===== src/rtl/mult_div_ctrl_pkg.sv =====
// Shared definitions for the iterative multiply/divide sequencer:
// default operand width and the sequencer state encoding.
package mult_div_ctrl_pkg;

  localparam int MDU_WIDTH = 32;

  typedef enum logic [2:0] {
    S_IDLE = 3'd0,
    S_MULT = 3'd1,
    S_DIV  = 3'd2,
    S_FIX  = 3'd3,
    S_DONE = 3'd4
  } state_t;

endpackage


===== src/rtl/mult_div_ctrl_if.sv =====
// Start/done handshake and operand/result bus between the control FSM (master)
// and the multiply/divide sequencer (slave).
interface mult_div_ctrl_if #(
  parameter int WIDTH = mult_div_ctrl_pkg::MDU_WIDTH
);

  logic             mult_start;
  logic             div_start;
  logic [WIDTH-1:0] op_a;
  logic [WIDTH-1:0] op_b;
  logic [WIDTH-1:0] hi_out;
  logic [WIDTH-1:0] lo_out;
  logic             mult_done;
  logic             div_done;
  logic             div_zero;
  logic             busy;

  modport master (
    output mult_start, div_start, op_a, op_b,
    input  hi_out, lo_out, mult_done, div_done, div_zero, busy
  );

  modport slave (
    input  mult_start, div_start, op_a, op_b,
    output hi_out, lo_out, mult_done, div_done, div_zero, busy
  );

endinterface


===== src/rtl/mult_div_ctrl_addsub.sv =====
// Single N-bit adder shared by the Booth and restoring-division steps;
// subtraction is done as a + ~b + 1 so only one carry chain exists.
module mdu_addsub #(
  parameter int N = 33
) (
  input  logic [N-1:0] a,
  input  logic [N-1:0] b,
  input  logic         sub,
  output logic [N-1:0] y
);

  assign y = a + (b ^ {N{sub}}) + {{(N-1){1'b0}}, sub};

endmodule


===== src/rtl/mult_div_ctrl.sv =====
// Radix-2 signed multiply (Booth) / divide (restoring) sequencer; one adder
// step per cycle, results land on hi/lo in S_FIX and done pulses in S_DONE.
module mult_div_ctrl
  import mult_div_ctrl_pkg::*;
#(
  parameter int WIDTH = MDU_WIDTH
) (
  input  logic          clk,
  input  logic          reset,
  mult_div_ctrl_if.slave bus
);

  localparam int CW = $clog2(WIDTH);

  state_t           state_reg, state_next;
  logic [CW-1:0]    cnt_reg, cnt_next;
  // acc doubles as the remainder, mq as the quotient, opd as mcand/divisor
  logic [WIDTH-1:0] acc_reg, acc_next;
  logic [WIDTH-1:0] mq_reg, mq_next;
  logic [WIDTH-1:0] opd_reg, opd_next;
  logic             qm1_reg, qm1_next;
  logic             is_div_reg, is_div_next;
  logic             zero_reg, zero_next;
  logic             neg_q_reg, neg_q_next;
  logic             neg_r_reg, neg_r_next;
  logic [WIDTH-1:0] hi_reg, hi_next;
  logic [WIDTH-1:0] lo_reg, lo_next;

  logic [WIDTH:0]   add_a, add_b, add_y;
  logic             add_sub;

  mdu_addsub #(.N(WIDTH + 1)) u_addsub (
    .a   (add_a),
    .b   (add_b),
    .sub (add_sub),
    .y   (add_y)
  );

  always_comb begin
    add_a   = {acc_reg[WIDTH-1], acc_reg};
    add_b   = '0;
    add_sub = 1'b0;
    if (state_reg == S_DIV) begin
      add_a   = {acc_reg, mq_reg[WIDTH-1]};
      add_b   = {1'b0, opd_reg};
      add_sub = 1'b1;
    end else begin
      case ({mq_reg[0], qm1_reg})
        2'b01:   add_b = {opd_reg[WIDTH-1], opd_reg};
        2'b10: begin
          add_b   = {opd_reg[WIDTH-1], opd_reg};
          add_sub = 1'b1;
        end
        default: add_b = '0;
      endcase
    end
  end

  always_comb begin
    state_next  = state_reg;
    cnt_next    = cnt_reg;
    acc_next    = acc_reg;
    mq_next     = mq_reg;
    opd_next    = opd_reg;
    qm1_next    = qm1_reg;
    is_div_next = is_div_reg;
    zero_next   = zero_reg;
    neg_q_next  = neg_q_reg;
    neg_r_next  = neg_r_reg;
    hi_next     = hi_reg;
    lo_next     = lo_reg;
    case (state_reg)
      S_IDLE: begin
        if (bus.mult_start) begin
          acc_next    = '0;
          mq_next     = bus.op_b;
          qm1_next    = 1'b0;
          opd_next    = bus.op_a;
          cnt_next    = '0;
          is_div_next = 1'b0;
          zero_next   = 1'b0;
          state_next  = S_MULT;
        end else if (bus.div_start) begin
          is_div_next = 1'b1;
          if (bus.op_b != '0) begin
            // magnitudes are unsigned, so -2^(W-1) keeps its full value
            acc_next   = '0;
            mq_next    = bus.op_a[WIDTH-1] ? -bus.op_a : bus.op_a;
            opd_next   = bus.op_b[WIDTH-1] ? -bus.op_b : bus.op_b;
            cnt_next   = '0;
            neg_q_next = bus.op_a[WIDTH-1] ^ bus.op_b[WIDTH-1];
            neg_r_next = bus.op_a[WIDTH-1];
            zero_next  = 1'b0;
            state_next = S_DIV;
          end else begin
            zero_next  = 1'b1;
            state_next = S_DONE;
          end
        end
      end
      S_MULT: begin
        acc_next = add_y[WIDTH:1];
        mq_next  = {add_y[0], mq_reg[WIDTH-1:1]};
        qm1_next = mq_reg[0];
        cnt_next = cnt_reg + CW'(1);
        if (cnt_reg == CW'(WIDTH - 1)) state_next = S_FIX;
      end
      S_DIV: begin
        // a negative trial restores the shifted remainder, which fits in W bits
        acc_next = add_y[WIDTH] ? {acc_reg[WIDTH-2:0], mq_reg[WIDTH-1]} : add_y[WIDTH-1:0];
        mq_next  = {mq_reg[WIDTH-2:0], ~add_y[WIDTH]};
        cnt_next = cnt_reg + CW'(1);
        if (cnt_reg == CW'(WIDTH - 1)) state_next = S_FIX;
      end
      S_FIX: begin
        if (is_div_reg) begin
          lo_next = neg_q_reg ? -mq_reg : mq_reg;
          hi_next = neg_r_reg ? -acc_reg : acc_reg;
        end else begin
          hi_next = acc_reg;
          lo_next = mq_reg;
        end
        state_next = S_DONE;
      end
      S_DONE:  state_next = S_IDLE;
      default: state_next = S_IDLE;
    endcase
  end

  always_ff @(posedge clk or negedge reset) begin
    if (!reset) begin
      state_reg  <= S_IDLE;
      cnt_reg    <= '0;
      acc_reg    <= '0;
      mq_reg     <= '0;
      opd_reg    <= '0;
      qm1_reg    <= 1'b0;
      is_div_reg <= 1'b0;
      zero_reg   <= 1'b0;
      neg_q_reg  <= 1'b0;
      neg_r_reg  <= 1'b0;
      hi_reg     <= '0;
      lo_reg     <= '0;
    end else begin
      state_reg  <= state_next;
      cnt_reg    <= cnt_next;
      acc_reg    <= acc_next;
      mq_reg     <= mq_next;
      opd_reg    <= opd_next;
      qm1_reg    <= qm1_next;
      is_div_reg <= is_div_next;
      zero_reg   <= zero_next;
      neg_q_reg  <= neg_q_next;
      neg_r_reg  <= neg_r_next;
      hi_reg     <= hi_next;
      lo_reg     <= lo_next;
    end
  end

  assign bus.hi_out    = hi_reg;
  assign bus.lo_out    = lo_reg;
  assign bus.busy      = (state_reg != S_IDLE);
  assign bus.mult_done = (state_reg == S_DONE) && !is_div_reg;
  assign bus.div_done  = (state_reg == S_DONE) && is_div_reg;
  assign bus.div_zero  = (state_reg == S_DONE) && is_div_reg && zero_reg;

endmodule


===== src/flat_wrapper.sv =====
// flat-port wrapper written by rule: the top's interface ports become plain ports
module mult_div_ctrl_flat import mult_div_ctrl_pkg::*;
#(
  parameter int WIDTH = MDU_WIDTH
)
  (clk, reset, bus_mult_start, bus_div_start, bus_op_a, bus_op_b, bus_hi_out, bus_lo_out, bus_mult_done, bus_div_done, bus_div_zero, bus_busy);
  mult_div_ctrl_if #(.WIDTH(WIDTH)) bus_i ();
  input  logic clk;
  input  logic reset;
  input wire logic [$bits(bus_i.mult_start)-1:0] bus_mult_start;
  input wire logic [$bits(bus_i.div_start)-1:0] bus_div_start;
  input wire logic [$bits(bus_i.op_a)-1:0] bus_op_a;
  input wire logic [$bits(bus_i.op_b)-1:0] bus_op_b;
  output wire logic [$bits(bus_i.hi_out)-1:0] bus_hi_out;
  output wire logic [$bits(bus_i.lo_out)-1:0] bus_lo_out;
  output wire logic [$bits(bus_i.mult_done)-1:0] bus_mult_done;
  output wire logic [$bits(bus_i.div_done)-1:0] bus_div_done;
  output wire logic [$bits(bus_i.div_zero)-1:0] bus_div_zero;
  output wire logic [$bits(bus_i.busy)-1:0] bus_busy;
  assign bus_i.mult_start = bus_mult_start;
  assign bus_i.div_start = bus_div_start;
  assign bus_i.op_a = bus_op_a;
  assign bus_i.op_b = bus_op_b;
  assign bus_hi_out = bus_i.hi_out;
  assign bus_lo_out = bus_i.lo_out;
  assign bus_mult_done = bus_i.mult_done;
  assign bus_div_done = bus_i.div_done;
  assign bus_div_zero = bus_i.div_zero;
  assign bus_busy = bus_i.busy;
  mult_div_ctrl #(.WIDTH(WIDTH)) u_core (.clk(clk), .reset(reset), .bus(bus_i));
endmodule

===== config.mk =====
export PLATFORM = sky130hd
export DESIGN_NAME = mult_div_ctrl_flat
export DESIGN_NICKNAME = d
export VERILOG_FILES = /design/src/rtl/mult_div_ctrl_pkg.sv /design/src/rtl/mult_div_ctrl_if.sv /design/src/rtl/mult_div_ctrl_addsub.sv /design/src/rtl/mult_div_ctrl.sv /design/src/flat_wrapper.sv
export SDC_FILE = /design/constraint.sdc
export NUM_CORES = 1
export LEC_CHECK = 0
export ABC_AREA = 1
export CAP_MARGIN = 20
export CELL_PAD_IN_SITES_DETAIL_PLACEMENT = 0
export CELL_PAD_IN_SITES_GLOBAL_PLACEMENT = 1
export CORE_AREA = 8 8 201 203
export CTS_BUF_LIST = sky130_fd_sc_hd__clkbuf_16
export DETAILED_ROUTE_END_ITERATION = 16
export DIE_AREA = 0 0 209 211
export PLACE_DENSITY_LB_ADDON = 0.05
export RECOVER_POWER = 25
export SYNTH_ARGS = -nofsm -noshare
export SYNTH_HDL_FRONTEND = slang
export SYNTH_SLANG_ARGS = --single-unit

===== constraint.sdc =====
create_clock -name clk -period 3.3 [get_ports clk]
set_clock_uncertainty 0.2 [all_clocks]
set_input_delay 0.66 -clock clk [delete_from_list [all_inputs] [get_ports clk]]
set_output_delay 0.66 -clock clk [all_outputs]
set_load 0.02 [all_outputs]

Word level (Yosys, flattened, before mapping)
Index checks and enable logic that the tools add are counted.
{"block": "word_totals", "ff_bits": 173, "input_bits": 68, "out_inout_bits": 68, "word_cells": 94}
{"block": "op_classes", "add_sub_neg": 7, "eq_ne": 11, "n_mux": 39, "n_bitwise": 4, "n_reduce_logical": 21}
{"operator": "$mux W32", "count": 17}
{"operator": "$pmux W32 S3", "count": 2}
{"operator": "$neg A32 Y32", "count": 4}
{"operator": "$mux W33", "count": 2}
{"operator": "$add A33 B1 Y33", "count": 1}
{"operator": "$add A33 B33 Y33", "count": 1}
{"operator": "$xor A33 B33 Y33", "count": 1}
{"operator": "$reduce_bool A32 Y1", "count": 1}
{"operator": "$mux W5", "count": 3}
{"operator": "$mux W3", "count": 4}
{"operator": "$pmux W5 S2", "count": 1}
{"operator": "$pmux W3 S3", "count": 1}
{"operator": "$reduce_and A3 Y1", "count": 3}
{"operator": "$mux W1", "count": 8}
{"operator": "$reduce_bool A2 Y1", "count": 4}
{"operator": "$eq A3 B2 Y1 const B", "count": 2}
{"operator": "$reduce_and A2 Y1", "count": 3}
{"operator": "$reduce_bool A3 Y1", "count": 2}
{"operator": "$add A5 B1 Y5 const B", "count": 1}
{"operator": "$eq A5 B5 Y1 const B", "count": 1}
{"operator": "$reduce_and A4 Y1", "count": 1}
{"operator": "$reduce_or A2 Y1", "count": 2}
{"operator": "$eq A3 B1 Y1 const B", "count": 1}
{"operator": "$eq A3 B3 Y1 const B", "count": 1}
{"operator": "12 further kinds", "count": 15}

Logic depth before layout (Yosys ltp)
Gate-level depths: netlist (run 1).
{"block": "depth", "depth_word": 9, "ltp_mapped": 23, "mapped_depth_nobuf": 22}

Modules after synthesis
Synthesis (run 1) repeated with hierarchy kept, for this count alone.
{"block": "hier_totals", "hier_cells": 2368, "hier_area_um2": 14991.9}
{"module": "mult_div_ctrl", "n_inst": 1, "cells_each": 1867, "area_per_inst_um2": 12355.6, "seq_area_each_um2": 4329.2}
{"module": "mdu_addsub", "n_inst": 1, "cells_each": 501, "area_per_inst_um2": 2636.3, "seq_area_each_um2": 0.0}

Least setup slack after synthesis (run 1)
No wires, ideal clock.
{"block": "synth_timing", "path_type": "reg2reg", "start": "reg u_core.state_reg[2]", "end": "reg u_core.acc_reg[18]", "setup_time_ps": 130, "t_arrival_ps": 3310, "t_required_ps": 2970, "setup_slack_ps": -340, "stages_incl_launch_ff": 20, "path_buffers": 4, "period_less_slack_ps": 3640, "path_cell_list": "dfrtp_1 > inv_1 > nand3_2 > clkbuf_1 > buf_1 > clkbuf_1 > nand2_1 > o21ai_0 > ha_1 > a21oi_1 > inv_1 > a31oi_1 > o21ai_0 > a21oi_1 > nand2_1 > nand2_1 > nand2_2 > buf_2 > o211ai_1 > nand3_1"}
{"block": "synth_between", "elab_chain_cells": 7, "word_cells_on_any_way": 15, "classes_between": "2 x add/sub; 4 x eq/ne; 5 x mux; 1 x bitwise; 3 x reduce/logical"}
{"element": "start, declared", "line_no": "mult_div_ctrl.sv:15", "text": "state_t state_reg, state_next;"}
{"element": "start signal, assigned", "line_no": "mult_div_ctrl.sv:145", "text": "state_reg <= state_next;"}
{"element": "$eq A3 B2 Y1", "line_no": "mult_div_ctrl.sv:43, mult_div_ctrl.sv:72"}
{"element": "$mux W33 / $mux W1 (equally long branches)", "line_no": "mult_div_ctrl.sv:43", "text": "if (state_reg == S_DIV) begin"}
{"element": "$xor A33 B33 Y33", "line_no": "mult_div_ctrl_addsub.sv:12", "text": "assign y = a + (b ^ {N{sub}}) + {{(N-1){1'b0}}, sub};"}
{"element": "$add A33 B33 Y33", "line_no": "mult_div_ctrl_addsub.sv:12"}
{"element": "$add A33 B1 Y33", "line_no": "mult_div_ctrl_addsub.sv:12"}
{"element": "$mux W32", "line_no": "mult_div_ctrl.sv:110", "text": "acc_next = add_y[WIDTH] ? {acc_reg[WIDTH-2:0], mq_reg[WIDTH-1]} : add_y[WIDTH-1:0];"}
{"element": "$pmux W32 S3", "line_no": "mult_div_ctrl.sv:72", "text": "case (state_reg)"}
{"element": "end signal, assigned", "line_no": "mult_div_ctrl.sv:147", "text": "acc_reg <= acc_next;"}
{"element": "end, declared", "line_no": "mult_div_ctrl.sv:18", "text": "logic [WIDTH-1:0] acc_reg, acc_next;"}
Parallel ways exist; a longest one is shown, timed or not.
A chain may end at the register's enable or synchronous reset.

Final worst setup path (run 1)
{"block": "layout_timing", "start": "reg u_core.state_reg[2]", "end": "reg u_core.acc_reg[22]"}
Same word-level chain as after synthesis.

==> metrics.md, run 1 <==
| Metric | Value |
|---|---|
| CTS tree | yes |
| Clock root cell | clkbuf_16 |
| Chip width | 209 um |
| Num CTS Buffers | 17 |
| Met3 usage | 2.98% |
| Die ar. | 0.0441 mm^2 |
| GPL Wtd Cong | 0.969 |
| Layout cells sized above 1 | 24.8% |
| Antenna violations before repair | 0 |
| Most frequent cells in the layout | nand2_1, buf_4, nor2_1, o21ai_0, dfrtp_1 |
| Initial Util | 37.4% |
| Worst Path Required | 3.48 ns |
| Std cell rows | between 70 and 80 |
| Register area share after synthesis | 31.2% |
| Final setup violation count | 33 |
| Hold Violations, Final | 0 |
| Drt drc | 0 |
| Slew Viols, Final | 26 |
| H-tree depth | 4 |
| # diodes | 0 |
| Critical Path Start Type | flip-flop |
| Failing checks | capacitance limit, slew limit, setup timing |
| Final ANT Viol Nets | 0 |
| Synth area leaders | dfrtp_1, nand2_1, o21ai_0 |
| Fmax | 289 MHz |
| Critical Setup Path Class | flip-flop to flip-flop |
| Synth Register Bits | ~170 |
| Worst slew pin tran | between 1.5 and 2 ns |
| Synth-to-Final Area Change | 46.8% |
| Vias in the first global route | ~15000 |
| Top-Level Pins | around 140 |
| HP Class | flip-flop to flip-flop |
| Clk sinks | between 150 and 200 |
| Length of the first detailed-routing pass in iterations | 7 |
| Fillers | 3667 |
| Vias/cell | ~5.3 |
| Asr flop ratio synth | 100% |
| Place WS | -0.498 ns |
| Pin count of the biggest net entering global routing | between 90 and 100 |
| Total grt overflow | 0 |
| Detailed Place HPWL | 45600 um |
| Synth warnings | 0 |
| CTS clk-pin slew, worst paths | around 0.080 ns |
| Setup slack, reg-to-reg | -0.16 ns |
| GRT met1 Usage | 30.9% |
| Max cap viols | 1 |
| RSZ-0062 raised after global routing | true |
| Syn nets | 2201 |
| Crit path time final | 3.46 ns |
| Core Box Area | about 0.037 mm^2 |
| WP data arrival | approximately 3.6 ns |
| Global Route Usage Sum | 25.8% |
| Multi-input logic area | 0.00977 mm^2 |
| Commonest non-fill, non-tap cell in the layout | nand2_1 |
| FF+latch area | roughly 0.0043 mm^2 |
| Worst setup margin | -0.156 ns |
| Met2 usage | around 45% |
| Number of port buffers | 135 |
| Final worst path period share | 105% |
| Clock latency at the later pin of the worst-skew pair | between 0.4 and 0.5 ns |
| Top-area cell type share of the netlist area | 31.2% |
| WL/cell | roughly 20 um |
| Number of flops mapped to enable cells by yosys | 0 |
| Post-Route WL | 59100 um |
| Setup TNS Final | -3.62 ns |
| First-pass GRT wire length | 88500 um |
| Mapped Cells | 2094 |
| Vias | 15700 |
| Yosys top cell by area | dfrtp_1 |
| DIE HEIGHT | between 200 and 250 um |
| Avg Inst Size Synth | 6.63 um^2 |
| Mapped Area | 0.0139 mm^2 |
| Status | complete, but fails checks |
| Initial DRC Count | 1119 |
| Synth cell types | 48 |
| Worst-path maximum fanout | 7 |
| Synth Flop Type | dfrtp_1 |
| Max_slew headroom | -4.95% |
| Layer with the highest usage | met2 |
| Crit end category | flip-flop |
| Final-stage net count | 2607 |
| Clock buffer depth | 2 |
stage by stage:
step                      hold WS (ns)  instances  area, um^2  util [%]
after global placement           0.264       2919       17900      48.3
final                            0.286       2986       20400      54.9
after global routing             0.310       2986       20400      54.9
after CTS                        0.287       2969       19200      51.8
after floorplan                  0.164       2094       13900         -
after detailed placement         0.269       2919       17900      48.3
cell families after synthesis:
logic type | synth area share (%)
simple gates | 30.8
flops | 31.2
buf+inv | 7.62
xor+xnor | 7.25
compound gates | 19.6
fa+ha+maj | 3.57
critical path, stage by stage, from the launching register on:
cell and delay, ns:
dfrtp_1 0.39, inv_2 0.08, nand3_4 0.08, buf_12 0.15, nand2_8 0.07, inv_8 0.05
buf_12 0.13, buf_12 0.14, buf_6 0.11, xor2_2 0.16, ha_1 0.35, a21o_1 0.25
a21boi_2 0.24, buf_4 0.16, nand2_4 0.06, nand2_2 0.08, nand2_4 0.10, nand2_2 0.08
nand3_1 0.18, nand2_1 0.13, nand2_1 0.06, nand3_1 0.11
per-layer routing:
metal  vias to the layer above  part of all wire [%]
met2                       380                    50
met3                       129                   3.2
met1                      7449                    41
met5                         -                     0
met4                         0                   5.5
li1                       7773                     -
Yosys cell counts, drive strengths merged (3+ instances only):
cell	n
nand2	569
o21ai	226
nor2	211
inv	181
dfrtp	173
nand3	146
a21oi	116
xor2	99
clkbuf	66
ha	38
nor3	35
o211ai	26
o22ai	26
o21bai	24
buf	23
or2	20
nand4	17
o221ai	17
xnor2	16
a21boi	12
nor4	12
a31oi	7
o31ai	7
a21o	6
nand3b	4
a211oi	3
a2bb2oi	3
final cells by class:
cell class / count / area share [%]
Clock buffer: 17 / 2.09
Clock inverter: 14 / 0.774
Inverter: 183 / 3.45
Multi-Input combinational cell: 1649 / 47.9
Sequential cell: 173 / 21.2
Tap cell: 474 / 2.91
Timing Repair Buffer: 476 / 21.6
worst paths after layout:
path / cells after the start / to / startpoint
worst max register to register: 21 / u_core.acc_reg[22] / u_core.state_reg[2]
worst min register to register: 2 / u_core.opd_reg[28] / u_core.opd_reg[28]
worst max-delay path: 21 / u_core.acc_reg[22] / u_core.state_reg[2]
min in group asynchronous: 2 / u_core.bus.hi_out[10] / reset
max in group asynchronous: 3 / u_core.mq_reg[20] / reset
worst min-delay path: 2 / u_core.opd_reg[28] / u_core.opd_reg[28]
timing repair:
action,4_1_cts,5_1_grt
hold endpoints to repair,23,0
buffers inserted,14,13
resized for setup,121,186
gates cloned,5,8
pin swaps,28,101
hold buffers,1,0
setup endpoints to repair,33,33
Power of run 1 is left out: the tool's default activity adds up to more than one toggle a clock period on the data nets, which glitch-free logic cannot reach.
==> run 2, diff against run 1 <==
- CAP_MARGIN: 20 -> default
- CORE_AREA: 8 8 201 203 -> 2 2 195 197
- DIE_AREA: 0 0 209 211 -> 0 0 197 199
==> metrics.md, run 2 (same netlist as run 1, synthesis figures left out) <==
| Metric | Value |
|---|---|
| Status | complete, but fails checks |
| Failing checks | setup timing |
| DP Cell Count | 2899 (-0.69%) |
| Final std cells w/o fill | 2974 (-0.40%) |
| Core Box Area | 0.0371 mm^2 (unchanged) |
| Std cell rows | 71 (unchanged) |
| Hold Worst Slack | 0.283 ns (-0.00262 ns) |
| Vias/cell | 5.25 (-0.27%) |
| Clk sinks | 173 (unchanged) |
| # diodes | 0 (unchanged) |
| Final setup violation count | 33 (unchanged) |
| Setup slack, reg-to-reg | -0.18 ns (-0.02 ns) |
| Hold Path End | u_core.opd_reg[29] |
| CTS tree | yes |
| Length of the first detailed-routing pass in iterations | 7 (unchanged) |
| Initial Util | 37.4% (unchanged) |
| CTS clk-pin slew, worst paths | 0.08 ns (about the same) |
| Synth-to-Final Area Change | 43.7% |
| Worst reg2reg path depth | 21 (unchanged) |
| Crit end category | flip-flop |
| Post-Route WL | 57000 um (-3.4%) |
| Reg-to-reg startpoint | u_core.state_reg[0] |
| Fmax | 287 MHz (-0.64%) |
| WHS Path Cells | 2 (unchanged) |
| Chip width | 197 um (-5.7%) |
| Clock buffer depth | 2 (unchanged) |
| Num CTS Buffers | 17 (unchanged) |
| Final ANT Viol Nets | 0 (unchanged) |
| First-pass GRT wire length | 86000 um (-2.8%) |
| Clock root cell | clkbuf_16 |
| Clock latency at the later pin of the worst-skew pair | 0.47 ns (+0.02 ns) |
| HP Class | flip-flop to flip-flop |
| Worst Path Required | 3.44 ns (-0.04 ns) |
| Max cap viols | 0 (-1) |
| WP data arrival | 3.62 ns (-0.02 ns) |
| Worst slew pin tran | 1.37 ns (-0.208 ns) |
| Top-Level Pins | 136 (unchanged) |
| Drt drc | 0 (unchanged) |
| Critical Setup Path Class | flip-flop to flip-flop |
| Global Route Usage Sum | 29.0% (+3.2 points) |
| Max_slew headroom | 8.93% (+14 points) |
| Crit path time final | 3.48 ns (+0.0222 ns) |
| DIE HEIGHT | 199 um (-5.7%) |
| Final worst path period share | 105% (+0.67 points) |
| Total grt overflow | 0 (unchanged) |
| Final-stage net count | 2594 (-0.50%) |
| Slew Viols, Final | 0 (-100%) |
| Detailed Place HPWL | 44200 um (-3.0%) |
| Fin util | 53.7% (-1.1 points) |
| Hold Violations, Final | 0 (unchanged) |
| WL/cell | 19.2 um (-3.0%) |
| Most frequent cells in the layout | nand2_1, buf_4, nor2_1, o21ai_0, dfrtp_1 |
| HP Start | u_core.opd_reg[29] |
| Worst-path maximum fanout | 7 (unchanged) |
| Pin count of the biggest net entering global routing | 62 (-32%) |
| GPL Wtd Cong | 0.957 (-1.3%) |
| Die ar. | 0.0392 mm^2 (-11%) |
| Commonest non-fill, non-tap cell in the layout | nand2_1 |
| RSZ-0062 raised after global routing | true |
| Number of port buffers | 135 (unchanged) |
| Antenna violations before repair | 1 (+1) |
| H-tree depth | 4 (unchanged) |
| Layout cells sized above 1 | 22.7% (-2.1 points) |
| Worst setup margin | -0.179 ns (-0.0222 ns) |
| Vias in the first global route | 15100 (-2.5%) |
| Vias | 15600 (-0.67%) |
| Worst r2r dst | u_core.acc_reg[14] |
| Initial DRC Count | 1010 (-9.7%) |
| Critical Path Start Type | flip-flop |
## run 2: cell count changes in the layout (fill, tap and decap cells not counted), sizes merged
cell | previous run | this run
buf | 331 | 322
bufinv | 2 | 0
clkbuf | 27 | 23
clkinv | 3 | 9
clkinvlp | 4 | 1
## run 2: routing by layer
layer / global-route usage, % / vias to the layer above / part of all wire [%]
li1: - / 7746 / -
met4: 13.3 / 2 / 5.1
met5: 0 / - / 0.018
met1: 35.4 / 7358 / 42
met3: 3.46 / 114 / 3.6
met2: 51.1 / 405 / 50
## run 2: stage by stage
| stage | TNS, ns | setup slack (ns) | instance area, um^2 |
|---|---|---|---|
| final | -4.51 | -0.179 | 20000 |
| after CTS | -3.49 | -0.150 | 19200 |
| after global placement | -13.42 | -0.577 | 17800 |
| after floorplan | 0 | 0.0132 | 13900 |
| after detailed placement | -14.84 | -0.593 | 17800 |
| after global routing | -9.78 | -0.340 | 20000 |
## run 2: worst max-delay path, cell delays in order (launching register included)
cell and delay (ns):
dfrtp_1 0.40, inv_2 0.08, nand3_4 0.12, buf_12 0.17
nand2_8 0.09, buf_12 0.13, buf_12 0.13, nand2_8 0.06
xor2_4 0.16, ha_4 0.30, buf_6 0.11, inv_4 0.03
o21ai_4 0.18, a21oi_2 0.09, o21ai_2 0.18, nand3_2 0.15
nand3_2 0.12, nand2_4 0.11, buf_12 0.15, buf_16 0.13
o211ai_1 0.18, nand3_1 0.09
## run 2: area by class of cell
type | instances | area (um^2)
repair buffers | 463 | 4250
well taps | 474 | 593
clock buffers | 17 | 425
multi-input cells | 1649 | 9500
fillers | 3734 | 17200
flip-flops and latches | 173 | 4330
inverters | 183 | 696
clock inverters | 15 | 169
## run 2: worst max-delay path by stage
stage / start / slack (ns) / endpoint
floorplan: u_core.mq_reg[0] / 0.01 / u_core.acc_reg[18]
global placement: u_core.qm1_reg / -0.58 / u_core.acc_reg[14]
detailed placement: u_core.qm1_reg / -0.59 / u_core.acc_reg[14]
CTS: u_core.state_reg[0] / -0.15 / u_core.acc_reg[21]
global route: u_core.state_reg[2] / -0.34 / u_core.acc_reg[28]
finish: u_core.state_reg[0] / -0.18 / u_core.acc_reg[14]
## run 2: what timing repair did
item / 4_1_cts / 5_1_grt
hold buffers: 1 / 0
pin swaps: 19 / 66
setup buffers: 17 / 17
setup endpoints to repair: 33 / 33
hold endpoints to repair: 47 / 0
gates cloned: 6 / 3
gates resized for setup: 125 / 128
Power of run 2 is left out for the same reason.
